==> config.mk <==
export PLATFORM = sky130hd
export DESIGN_NAME = alu_req_arbiter
export DESIGN_NICKNAME = d
export VERILOG_FILES = /design/src/rtl/alu_req_arbiter.sv
export SDC_FILE = /design/constraint.sdc
export NUM_CORES = 1
export LEC_CHECK = 0
export BUFFER_PORTS_ARGS = -buffer_cell sky130_fd_sc_hd__buf_2
export CAP_MARGIN = 10
export CELL_PAD_IN_SITES_DETAIL_PLACEMENT = 1
export CELL_PAD_IN_SITES_GLOBAL_PLACEMENT = 1
export CORE_MARGIN = 3
export CORE_UTILIZATION = 31
export DETAILED_ROUTE_END_ITERATION = 8
export PLACE_DENSITY = 0.76
export RECOVER_POWER = 100
export SKIP_CTS_REPAIR_TIMING = 1
export SLEW_MARGIN = 20
export SYNTH_ARGS = -nofsm -noshare
export SYNTH_HDL_FRONTEND = slang
export SYNTH_SLANG_ARGS = --single-unit
==> constraint.sdc <==
create_clock -name clk -period 1.92 [get_ports clk]
set_input_delay 0 -clock clk [delete_from_list [all_inputs] [get_ports clk]]
set_output_delay 0 -clock clk [all_outputs]
set_load 0.05 [all_outputs]
==> src/rtl/alu_req_arbiter.sv <==
// Two-requester round-robin front end for the shared combinational ALU; one op in flight.
// Define ALU_ARB_FIXED_PRIO_EN to make requester 0 always win over requester 1.
module alu_req_arbiter #(
    parameter int OPW  = 8,
    parameter int RESW = 32,
    parameter int CTLW = 6
) (
    input  logic            clk,
    input  logic            rst,
    input  logic            req0_valid,
    output logic            req0_ready,
    input  logic [CTLW-1:0] req0_op,
    input  logic [OPW-1:0]  req0_a,
    input  logic [OPW-1:0]  req0_b,
    input  logic            req1_valid,
    output logic            req1_ready,
    input  logic [CTLW-1:0] req1_op,
    input  logic [OPW-1:0]  req1_a,
    input  logic [OPW-1:0]  req1_b,
    output logic            rsp0_valid,
    input  logic            rsp0_ready,
    output logic            rsp1_valid,
    input  logic            rsp1_ready,
    output logic [RESW-1:0] rsp_result,
    output logic            rsp_err,
    output logic [OPW-1:0]  alu_src1,
    output logic [OPW-1:0]  alu_src2,
    output logic [CTLW-1:0] alu_control,
    output logic [3:0]      alu_shamt,
    input  logic [RESW-1:0] alu_result,
    output logic            busy
);

    typedef enum logic [1:0] {
        ST_IDLE = 2'd0,
        ST_EXEC = 2'd1,
        ST_RESP = 2'd2
    } state_t;

    state_t          state_r;
    logic            last_grant_r;
    logic            winner_r;
    logic            pick_s;
    logic            grant_s;
    logic            rsp_take_s;
    logic [CTLW-1:0] win_op_s;
    logic [OPW-1:0]  win_a_s;
    logic [OPW-1:0]  win_b_s;

    function automatic logic op_is_valid(input logic [CTLW-1:0] op);
        return (op >= CTLW'(1)) && (op <= CTLW'(7));
    endfunction

    // Winner selection among the currently valid requesters
    always_comb begin
        pick_s = 1'b0;
        if (req0_valid && req1_valid) begin
`ifdef ALU_ARB_FIXED_PRIO_EN
            pick_s = 1'b0;
`else
            pick_s = ~last_grant_r;
`endif
        end else if (req1_valid) begin
            pick_s = 1'b1;
        end else begin
            pick_s = 1'b0;
        end
    end

    // Grant strobes, winner operand mux and response handshake detect
    always_comb begin
        grant_s    = (state_r == ST_IDLE) && (req0_valid || req1_valid) && !rst;
        req0_ready = grant_s && !pick_s;
        req1_ready = grant_s && pick_s;
        win_op_s   = pick_s ? req1_op : req0_op;
        win_a_s    = pick_s ? req1_a  : req0_a;
        win_b_s    = pick_s ? req1_b  : req0_b;
        rsp_take_s = winner_r ? rsp1_ready : rsp0_ready;
    end

    // Control FSM with all ALU-side and response-side outputs registered
    always_ff @(posedge clk) begin
        if (rst) begin
            state_r      <= ST_IDLE;
            last_grant_r <= 1'b1;
            winner_r     <= 1'b0;
            rsp0_valid   <= 1'b0;
            rsp1_valid   <= 1'b0;
            rsp_result   <= {RESW{1'b0}};
            rsp_err      <= 1'b0;
            alu_src1     <= {OPW{1'b0}};
            alu_src2     <= {OPW{1'b0}};
            alu_control  <= {CTLW{1'b0}};
            alu_shamt    <= 4'd0;
            busy         <= 1'b0;
        end else begin
            case (state_r)
                ST_IDLE: begin
                    if (grant_s) begin
                        winner_r     <= pick_s;
                        last_grant_r <= pick_s;
                        busy         <= 1'b1;
                        if (op_is_valid(win_op_s)) begin
                            state_r     <= ST_EXEC;
                            alu_src1    <= win_a_s;
                            alu_src2    <= win_b_s;
                            alu_control <= win_op_s;
                            alu_shamt   <= win_b_s[3:0];
                        end else begin
                            // Unsupported op: answer immediately, ALU never driven
                            state_r    <= ST_RESP;
                            rsp_result <= {RESW{1'b0}};
                            rsp_err    <= 1'b1;
                            rsp0_valid <= ~pick_s;
                            rsp1_valid <= pick_s;
                        end
                    end else begin
                        state_r <= ST_IDLE;
                    end
                end
                ST_EXEC: begin
                    state_r     <= ST_RESP;
                    rsp_result  <= alu_result;
                    rsp_err     <= 1'b0;
                    rsp0_valid  <= ~winner_r;
                    rsp1_valid  <= winner_r;
                    alu_src1    <= {OPW{1'b0}};
                    alu_src2    <= {OPW{1'b0}};
                    alu_control <= {CTLW{1'b0}};
                    alu_shamt   <= 4'd0;
                end
                ST_RESP: begin
                    if (rsp_take_s) begin
                        state_r    <= ST_IDLE;
                        rsp0_valid <= 1'b0;
                        rsp1_valid <= 1'b0;
                        rsp_result <= {RESW{1'b0}};
                        rsp_err    <= 1'b0;
                        busy       <= 1'b0;
                    end else begin
                        state_r <= ST_RESP;
                    end
                end
                default: begin
                    state_r     <= ST_IDLE;
                    rsp0_valid  <= 1'b0;
                    rsp1_valid  <= 1'b0;
                    rsp_result  <= {RESW{1'b0}};
                    rsp_err     <= 1'b0;
                    alu_src1    <= {OPW{1'b0}};
                    alu_src2    <= {OPW{1'b0}};
                    alu_control <= {CTLW{1'b0}};
                    alu_shamt   <= 4'd0;
                    busy        <= 1'b0;
                end
            endcase
        end
    end

endmodule

Word-level counts from Yosys, hierarchy flattened
Index checks and enable logic that the tools add are counted.
Widths: inputs -> output; s select.
{ "totals": {"regBits": 66, "input_bits": 82, "output_inout_bits": 64, "word_cells": 77} }
{ "classes": {"order_cmp": 2, "eq_ne": 6, "n_mux": 38, "n_bitwise": 5, "reduce_logical": 14} }
{ "ops": {"columns": ["op", "n"], "rows": [
  ["$mux 32", 3],
  ["$pmux 32 s3", 1],
  ["$mux 8", 6],
  ["$pmux 8 s2", 2],
  ["$mux 6", 3],
  ["$pmux 6 s2", 1],
  ["$mux 1", 11],
  ["$pmux 1 s3", 3],
  ["$reduce_and 3->1", 3],
  ["$mux 4", 2],
  ["$pmux 4 s2", 1],
  ["$ge 6x1->1 const B", 1],
  ["$le 6x3->1 const B", 1],
  ["$logic_and 1x1->1", 6],
  ["$mux 2", 3],
  ["$ne 2x2->1 const B", 3],
  ["$pmux 2 s3", 1],
  ["$not 1->1", 5],
  ["$eq 2x1->1 const B", 1],
  ["$eq 2x2->1 const B", 1],
  ["$logic_not 1->1", 2],
  ["$logic_not 2->1", 1],
  ["$ne 2x1->1 const B", 1],
  ["$pmux 1 s2", 1],
  ["other kinds (2)", 2]
]} }

Logic depth before layout (Yosys ltp)
Gate-level depths: netlist of the first run.
{ "logic_depth": {"word_depth": 8, "ltp_mapped": 6, "mapped_depth_nobuf": 4} }

Worst setup path after synthesis of the first run
Ideal clock, no wire load.
{ "synth_timing": {"path_type": "reg-to-reg", "from": "register state_r[0]", "to": "register rsp_result[0]", "setup_time_ns": 0.117, "t_arrival_ns": 1.470, "required_time_ns": 1.803, "path_slack_ns": 0.333, "stages_incl_launch_ff": 7, "n_path_buf": 2, "synth_period_minus_slack_ns": 1.587, "cell_sequence": "dfxtp_1 -> buf_2 -> nor2_4 -> o211ai_1 -> o31a_4 -> buf_6 -> a22o_1"} }
{ "synth_between": {"elab_chain_cells": 5, "elab_cells_between_ends": 10, "classes_between": "eq/ne: 5; mux: 1; reduce/logical: 4"} }
{ "synth_rtl": {"columns": ["element", "line", "rtl"], "rows": [
  ["from (decl)", "40", "state_t state_r;"],
  ["from (signal assigned)", "84", "state_r <= ST_IDLE;"],
  ["from (signal assigned)", "104", "state_r <= ST_EXEC;"],
  ["from (signal assigned)", "111", "state_r <= ST_RESP;"],
  ["$logic_not 2->1", "72, 97", null],
  ["$logic_and 1x1->1 (2 in a row)", "72", "grant_s = (state_r == ST_IDLE) && (req0_valid || req1_valid) && !rst;"],
  ["$ne 2x2->1 (no source line)", null, null],
  ["$reduce_and 3->1 (no source line)", null, null],
  ["to (signal assigned)", "89", "rsp_result <= {RESW{1'b0}};"],
  ["to (signal assigned)", "112", "rsp_result <= {RESW{1'b0}};"],
  ["to (signal assigned)", "123", "rsp_result <= alu_result;"],
  ["to (decl)", "24", "output logic [RESW-1:0] rsp_result,"]
]} }
Several ways; a longest one is shown, not always the timed one.
A chain may end at the register's enable or synchronous reset.

Worst setup path in the final report of the first run
{ "layout_timing": {"from": "input port req1_op[1]", "to": "register rsp_result[10]"} }
{ "layout_between": {"elab_chain_cells": 5, "elab_cells_between_ends": 6, "classes_between": "order compare: 2; eq/ne: 1; mux: 1; reduce/logical: 2"} }
{ "layout_rtl": {"columns": ["element", "line", "rtl"], "rows": [
  ["from (decl)", "17", "input logic [CTLW-1:0] req1_op,"],
  ["$mux 6 *", "75", "win_op_s = pick_s ? req1_op : req0_op;"],
  ["$ge 6x1->1 or $le 6x3->1 (tied branches)", "51", "return (op >= CTLW'(1)) && (op <= CTLW'(7));"],
  ["$logic_and 1x1->1 *", "51", null],
  ["$ne 2x2->1 (no source line) *", null, null],
  ["$reduce_and 3->1 (no source line) *", null, null]
]} }
Every way passes the cells marked *; elsewhere a longest branch is shown, timed or not.

==> impl_metrics.ini, run 1 <==
[critical_path]
crit_required_ps = 2120
endpoint_kind = flip-flop
worstPathCellList = dlygate4sd3_1, clkbuf_2, or3_1, and3_4, o31a_4, a22o_1
crit_family = compound AO/OA/AOI/OAI gates
rr_worst_depth = 5
critPathKind = primary input to flip-flop
r2r-start = last_grant_r
critPathMaxStageDelay_ps = 540
cpMaxStageDelayCell = dlygate4sd3_1
reg2reg_slack_ps = 130
crit_fanout = 32
cp-start-kind = primary input
cp.arrival_ps = 2000
reg2reg_to = alu_control[2]
crit_buf_inv = 2

[routing]
route.detailed.drc = 0
antenna_left = 0
dr.pass1.iters = 4
drtIter0Drc = 54
vias_per_cell = 4.73
wl_per_cell_microns = 15.1
vias = 2559
routed_wl_microns = 8190

[global_routing]
grt_max_degree = 33
antenna_found_initial = 0
grt-ovfl-total = 0
grt_use_total_pct = 15.3
grt_pass1_vias = 2385
grt_first_pass_wirelength_microns = 11100

[sta]
max_freq_mhz = 554
skew_ps = 7.93
slew_headroom_pct = 56.9
fin_ws_ps = 116
whs_ps = -4.25
finalHoldViolCount = 1
finalSetupViolCount = 0
tightestPinTransition_ps = 650
min_period_over_period_pct = 93.9
rsz0062_at_grt = no
period_needed_ps = 1800
finalMaxSlewViolations = 0
tns_ps = 0

[power_and_ir_drop]
peakVddDrop_mv = 0.335
power_leakage_nw = 1.79
powerDensity_nw_per_um2 = 790

[final_layout]
regArea_sq_um = 1240
diodes = 0
design_area_sq_um = 3780
final_cell_mix = 80 x buf_2, 63 x clkbuf_1, 62 x dfxtp_1
layout.nets = 516
fillers = 957
final_common_cell = buf_2
multi_input_area_sq_um = 1130
area_growth_pct = 50.5
drive_gt1_share_pct = 26.4

[hold_path]
hold_end = alu_control[0]
hold_path.startpoint = req0_op[0]
hold_path_class = primary input to flip-flop
worstHoldPathCells = 3

[floorplan]
die_area_sq_um = 9220
die_h_microns = 96.0
core_sq_um = 7810
die_width_microns = 96.0
pin_count = 146
rows = 32
initial_utilization_pct = 32.2

[synthesis]
synth.cell_area_sq_um = 2510
netlist.area_leader.share_pct = 49.4
syn_nets = 337
ys_types = 38
yosys_most_used_dff = dfxtp_1
synth_edf_count = 0
ys_top_cells_by_area = dfxtp_1 49%, a22o_1 11%, mux2i_1 9.2%
synth_top_cell_by_area = dfxtp_1
synth.avg_cell_area_sq_um = 9.85
syn_inst = 255
yosys_register_bits = 62
synth-seq-area-share_pct = 49.4
ys_warn_count = 0
synth_async_sr_flop_share_pct = 0

[place]
routabilityCongestion = 0.784
place_area_sq_um = 3290
pre_cts_ws_ps = 111
dp.final_hpwl_microns = 5420
portBuffers = 145

[clocking]
insertion_delay_ps = 320
tritoncts = built
root_buffer = clkbuf_8
htreeDepth = 3
cts_sinks = 62
clk_pin_slew_ps = 70
cts_buffers = 9
cts_buffer_depth = 2

[outcome]
outcome = finished, violations left
violations = negative hold slack

[job]
cap_viol_max_count = 0
## cell usage after synthesis (2+ instances only)
cell,number
and3_1,3
mux2i_1,23
nor2_1,5
buf_4,6
nand2_1,56
buf_6,3
dfxtp_1,62
o211ai_1,2
a21o_1,16
a21oi_1,4
or3_1,2
a21boi_1,3
nor3_1,2
a22o_1,32
clkbuf_1,10
inv_2,2
buf_2,2
o21ai_0,2
## cell families after synthesis
| family | count (synthesis) | synth area share (%) |
|---|---|---|
| AO/OA/AOI/OAI | 70 | 22.7 |
| buffers and inverters | 25 | 5.63 |
| flip-flops | 62 | 49.4 |
| AND/OR/NAND/NOR | 74 | 12.7 |
| multiplexers | 24 | 9.61 |
## flip-flops by register name, indices dropped and copies added (netlist names)
signal and count:
busy 1, last_grant_r 1, alu_src2 8, alu_control 6
rsp0_valid 1, rsp_err 1, rsp1_valid 1, alu_src1 8
state_r 2, rsp_result 32, winner_r 1
## report_power, final
part | internal [W] | switching [W]
sequential | 0.00132 | 0.0000273
combinational | 0.000226 | 0.000317
clock | 0.000590 | 0.000504
## worst max-delay path by stage
stage,cells after the start,endpoint,from,slack (ps)
2_1_floorplan,6,rsp_result[0],state_r[0],330
3_5_place_dp,3,rsp_result[25],state_r[1],110
4_1_cts,3,rsp_result[25],state_r[1],80
6_report,6,rsp_result[10],req1_op[1],120
3_3_place_gp,3,rsp_result[0],state_r[1],210
5_1_grt,5,alu_control[2],last_grant_r,40
## stage by stage
stage               cells  utilization [%]  power [W]
finish                541             48.4    0.00299
floorplan             255                -    0.00170
global placement      487             42.2    0.00186
detailed placement    487             42.2    0.00187
CTS                   503             44.6    0.00297
global route          541             48.4    0.00313
## cell type report
type,instances,area share [%]
Sequential cell,62,32.8
Clock inverter,7,1.72
Timing Repair Buffer,190,28.5
Inverter,3,0.298
Clock buffer,9,3.28
Multi-Input combinational cell,168,30.0
Tap cell,102,3.38
## worst min-delay path, stage by stage
cell and delay, ps:
buf_2 90, mux2i_1 60, mux2i_1 120
## routing by layer
layer / part of all wire (%) / global-route usage (%) / up-vias
li1: - / - / 1260
met1: 41 / 18.3 / 1183
met2: 48 / 25.5 / 108
met3: 9.2 / 5.79 / 8
met4: 1.1 / 4.86 / 0
met5: 0 / 0 / -
No activity file was read; power rests on OpenSTA's default activity.
==> inputs of run 2 (changes only) <==
--- a/config.mk
+++ b/config.mk
@@ -6,9 +6,10 @@
 export NUM_CORES = 1
 export LEC_CHECK = 0
 export BUFFER_PORTS_ARGS = -buffer_cell sky130_fd_sc_hd__buf_2
-export CAP_MARGIN = 10
+export CAP_MARGIN = 30
 export CELL_PAD_IN_SITES_DETAIL_PLACEMENT = 1
 export CELL_PAD_IN_SITES_GLOBAL_PLACEMENT = 1
+export CORE_ASPECT_RATIO = 1.4
 export CORE_MARGIN = 3
 export CORE_UTILIZATION = 31
 export DETAILED_ROUTE_END_ITERATION = 8
==> run 2 against run 1 <==
Compared with the run above:
- the flow still finishes with violations (negative hold slack)
- first-iteration DRC count up 17%
- global-route usage down 0.22 points
- die area up 0.17%
- sequential share of layout area down 0.31 points
- utilization up 0.53 points
- critical endpoint is now alu_src1[6]
- sequential power about the same
- design area up 0.96%
- maximum frequency up 3.3%
- combinational power down 0.9%
==> impl_metrics.ini, run 2 (synthesized netlist as in run 1, its figures left out) <==
[critical_path]
endpoint_kind = flip-flop
r2r-start = last_grant_r
worstPathCellList = a21boi_2, buf_4, nand2_1, a21o_1, dlygate4sd3_1, mux2i_1
path_depth = 6
crit_buf_inv = 2
critPathMaxStageDelay_ps = 540
cp-startpoint = last_grant_r
reg2reg_slack_ps = 170
cp.arrival_ps = 2010
cp-start-kind = flip-flop
rr_worst_depth = 6
crit_fanout = 22
cp-endpoint = alu_src1[6]
critPathKind = flip-flop to flip-flop
cpMaxStageDelayCell = dlygate4sd3_1
crit_required_ps = 2190
crit_family = buffers and inverters
reg2reg_to = alu_src1[6]

[power_and_ir_drop]
peakVddDrop_mv = 0.444
powerDensity_nw_per_um2 = 833
power_frac_seq_pct = 42.3
power_leakage_nw = 1.81
power.internal_w = 0.00235
switchingPower_w = 0.000835
p_comb_share_pct = 16.9
clockPowerShare_pct = 40.8
p_sw_share_pct = 26.3

[routing]
m1WireLength_microns = 3110
wl_per_cell_microns = 14.8
route.detailed.drc = 0
drtIter0Drc = 63
vias = 2561
vias_per_cell = 4.77
antenna_left = 0
route.met2.wl_microns = 4100
dr.pass1.iters = 4
routed.top_layer = met4
dr_wl_met3_microns = 590
routed_wl_microns = 7950

[global_routing]
grt_pass1_vias = 2433
antenna_found_initial = 0
grt_first_pass_wirelength_microns = 11000
grt-ovfl-total = 0
grt_max_degree = 33
grt_use_total_pct = 15.1

[floorplan]
die_h_microns = 113
initial_utilization_pct = 32.2
rows = 38
die_area_sq_um = 9240
core_sq_um = 7800
die_width_microns = 82.1
pin_count = 146

[clocking]
root_buffer = clkbuf_8
insertion_delay_ps = 330
clk_pin_slew_ps = 70
cts_sinks = 62
cts_buffers = 9
htreeDepth = 3
cts_buffer_depth = 2
tritoncts = built

[sta]
min_period_over_period_pct = 90.9
period_needed_ps = 1750
tns_ps = 0
max_freq_mhz = 573
finalMaxSlewViolations = 0
whs_ps = -26.8
skew_ps = 6.46
finalSetupViolCount = 0
slew_headroom_pct = 56.7
tightestPinTransition_ps = 652
rsz0062_at_grt = no
finalHoldViolCount = 3

[final_layout]
final_util_pct = 49.0
top_regs = rsp_result: 32 flops, alu_src1: 8 flops, alu_src2: 8 flops
fillers = 963
drive_gt1_share_pct = 25.9
area_growth_pct = 51.9
max_flop_register = rsp_result
final_cell_mix = 81 x buf_2, 63 x clkbuf_1, 62 x dfxtp_1
layout.nets = 514
diodes = 0
multi_input_area_sq_um = 1130
regArea_sq_um = 1240
final_common_cell = buf_2
largest_reg_flops = 32

[place]
portBuffers = 145
routabilityCongestion = 0.769
dp.final_hpwl_microns = 5390

[hold_path]
worstHoldPathCells = 3
hold_path_class = primary input to flip-flop

[outcome]
outcome = finished, violations left
violations = negative hold slack

[job]
cap_viol_max_count = 0
run 2: power by group through the flow:
stage | combinational [W] | clock [W] | sequential [W]
floorplan | 0.000233 | 0 | 0.00147
global placement | 0.000484 | 0 | 0.00137
detailed placement | 0.000495 | 0 | 0.00138
CTS | 0.000497 | 0.00134 | 0.00135
global route | 0.000588 | 0.00139 | 0.00135
finish | 0.000538 | 0.00130 | 0.00135
run 2: layout make-up:
class | instances | area share [%]
sequential | 62 | 32.5
multi-input combinational | 168 | 29.6
timing repair buffer | 188 | 28.2
clock buffer | 11 | 3.97
tap | 100 | 3.28
clock inverter | 5 | 2.13
inverter | 3 | 0.295
run 2: worst min-delay path by stage:
stage                    from        endpoint
2_1_floorplan             rst            busy
3_3_place_gp   alu_result[30]  rsp_result[30]
3_5_place_dp   alu_result[23]  rsp_result[23]
4_1_cts        alu_result[27]  rsp_result[27]
5_1_grt             req1_a[0]     alu_src1[0]
6_report           req1_op[2]  alu_control[2]
run 2: worst reg2reg max path: stages (launching register included):
cell and delay [ps]:
dfxtp_1 340, a21boi_2 150, buf_4 300, nand2_1 100, a21o_1 150, dlygate4sd3_1 540, mux2i_1 110
run 2: per-layer routing:
metal | vias to the layer above | track usage [%]
li1 | 1256 | -
met1 | 1186 | 17.7
met2 | 106 | 25.4
met3 | 13 | 4.57
met4 | 0 | 5.65
met5 | - | 0
run 2: metrics by stage:
| stage | worst slack (ps) | total power, W | area (sq um) | instances |
|---|---|---|---|---|
| after floorplan | 333 | 0.00170 | 2510 | 255 |
| after CTS | 266 | 0.00318 | 3540 | 501 |
| after detailed placement | 315 | 0.00187 | 3310 | 485 |
| after global routing | 55.4 | 0.00333 | 3820 | 537 |
| final | 174 | 0.00318 | 3820 | 537 |
| after global placement | 228 | 0.00186 | 3290 | 484 |
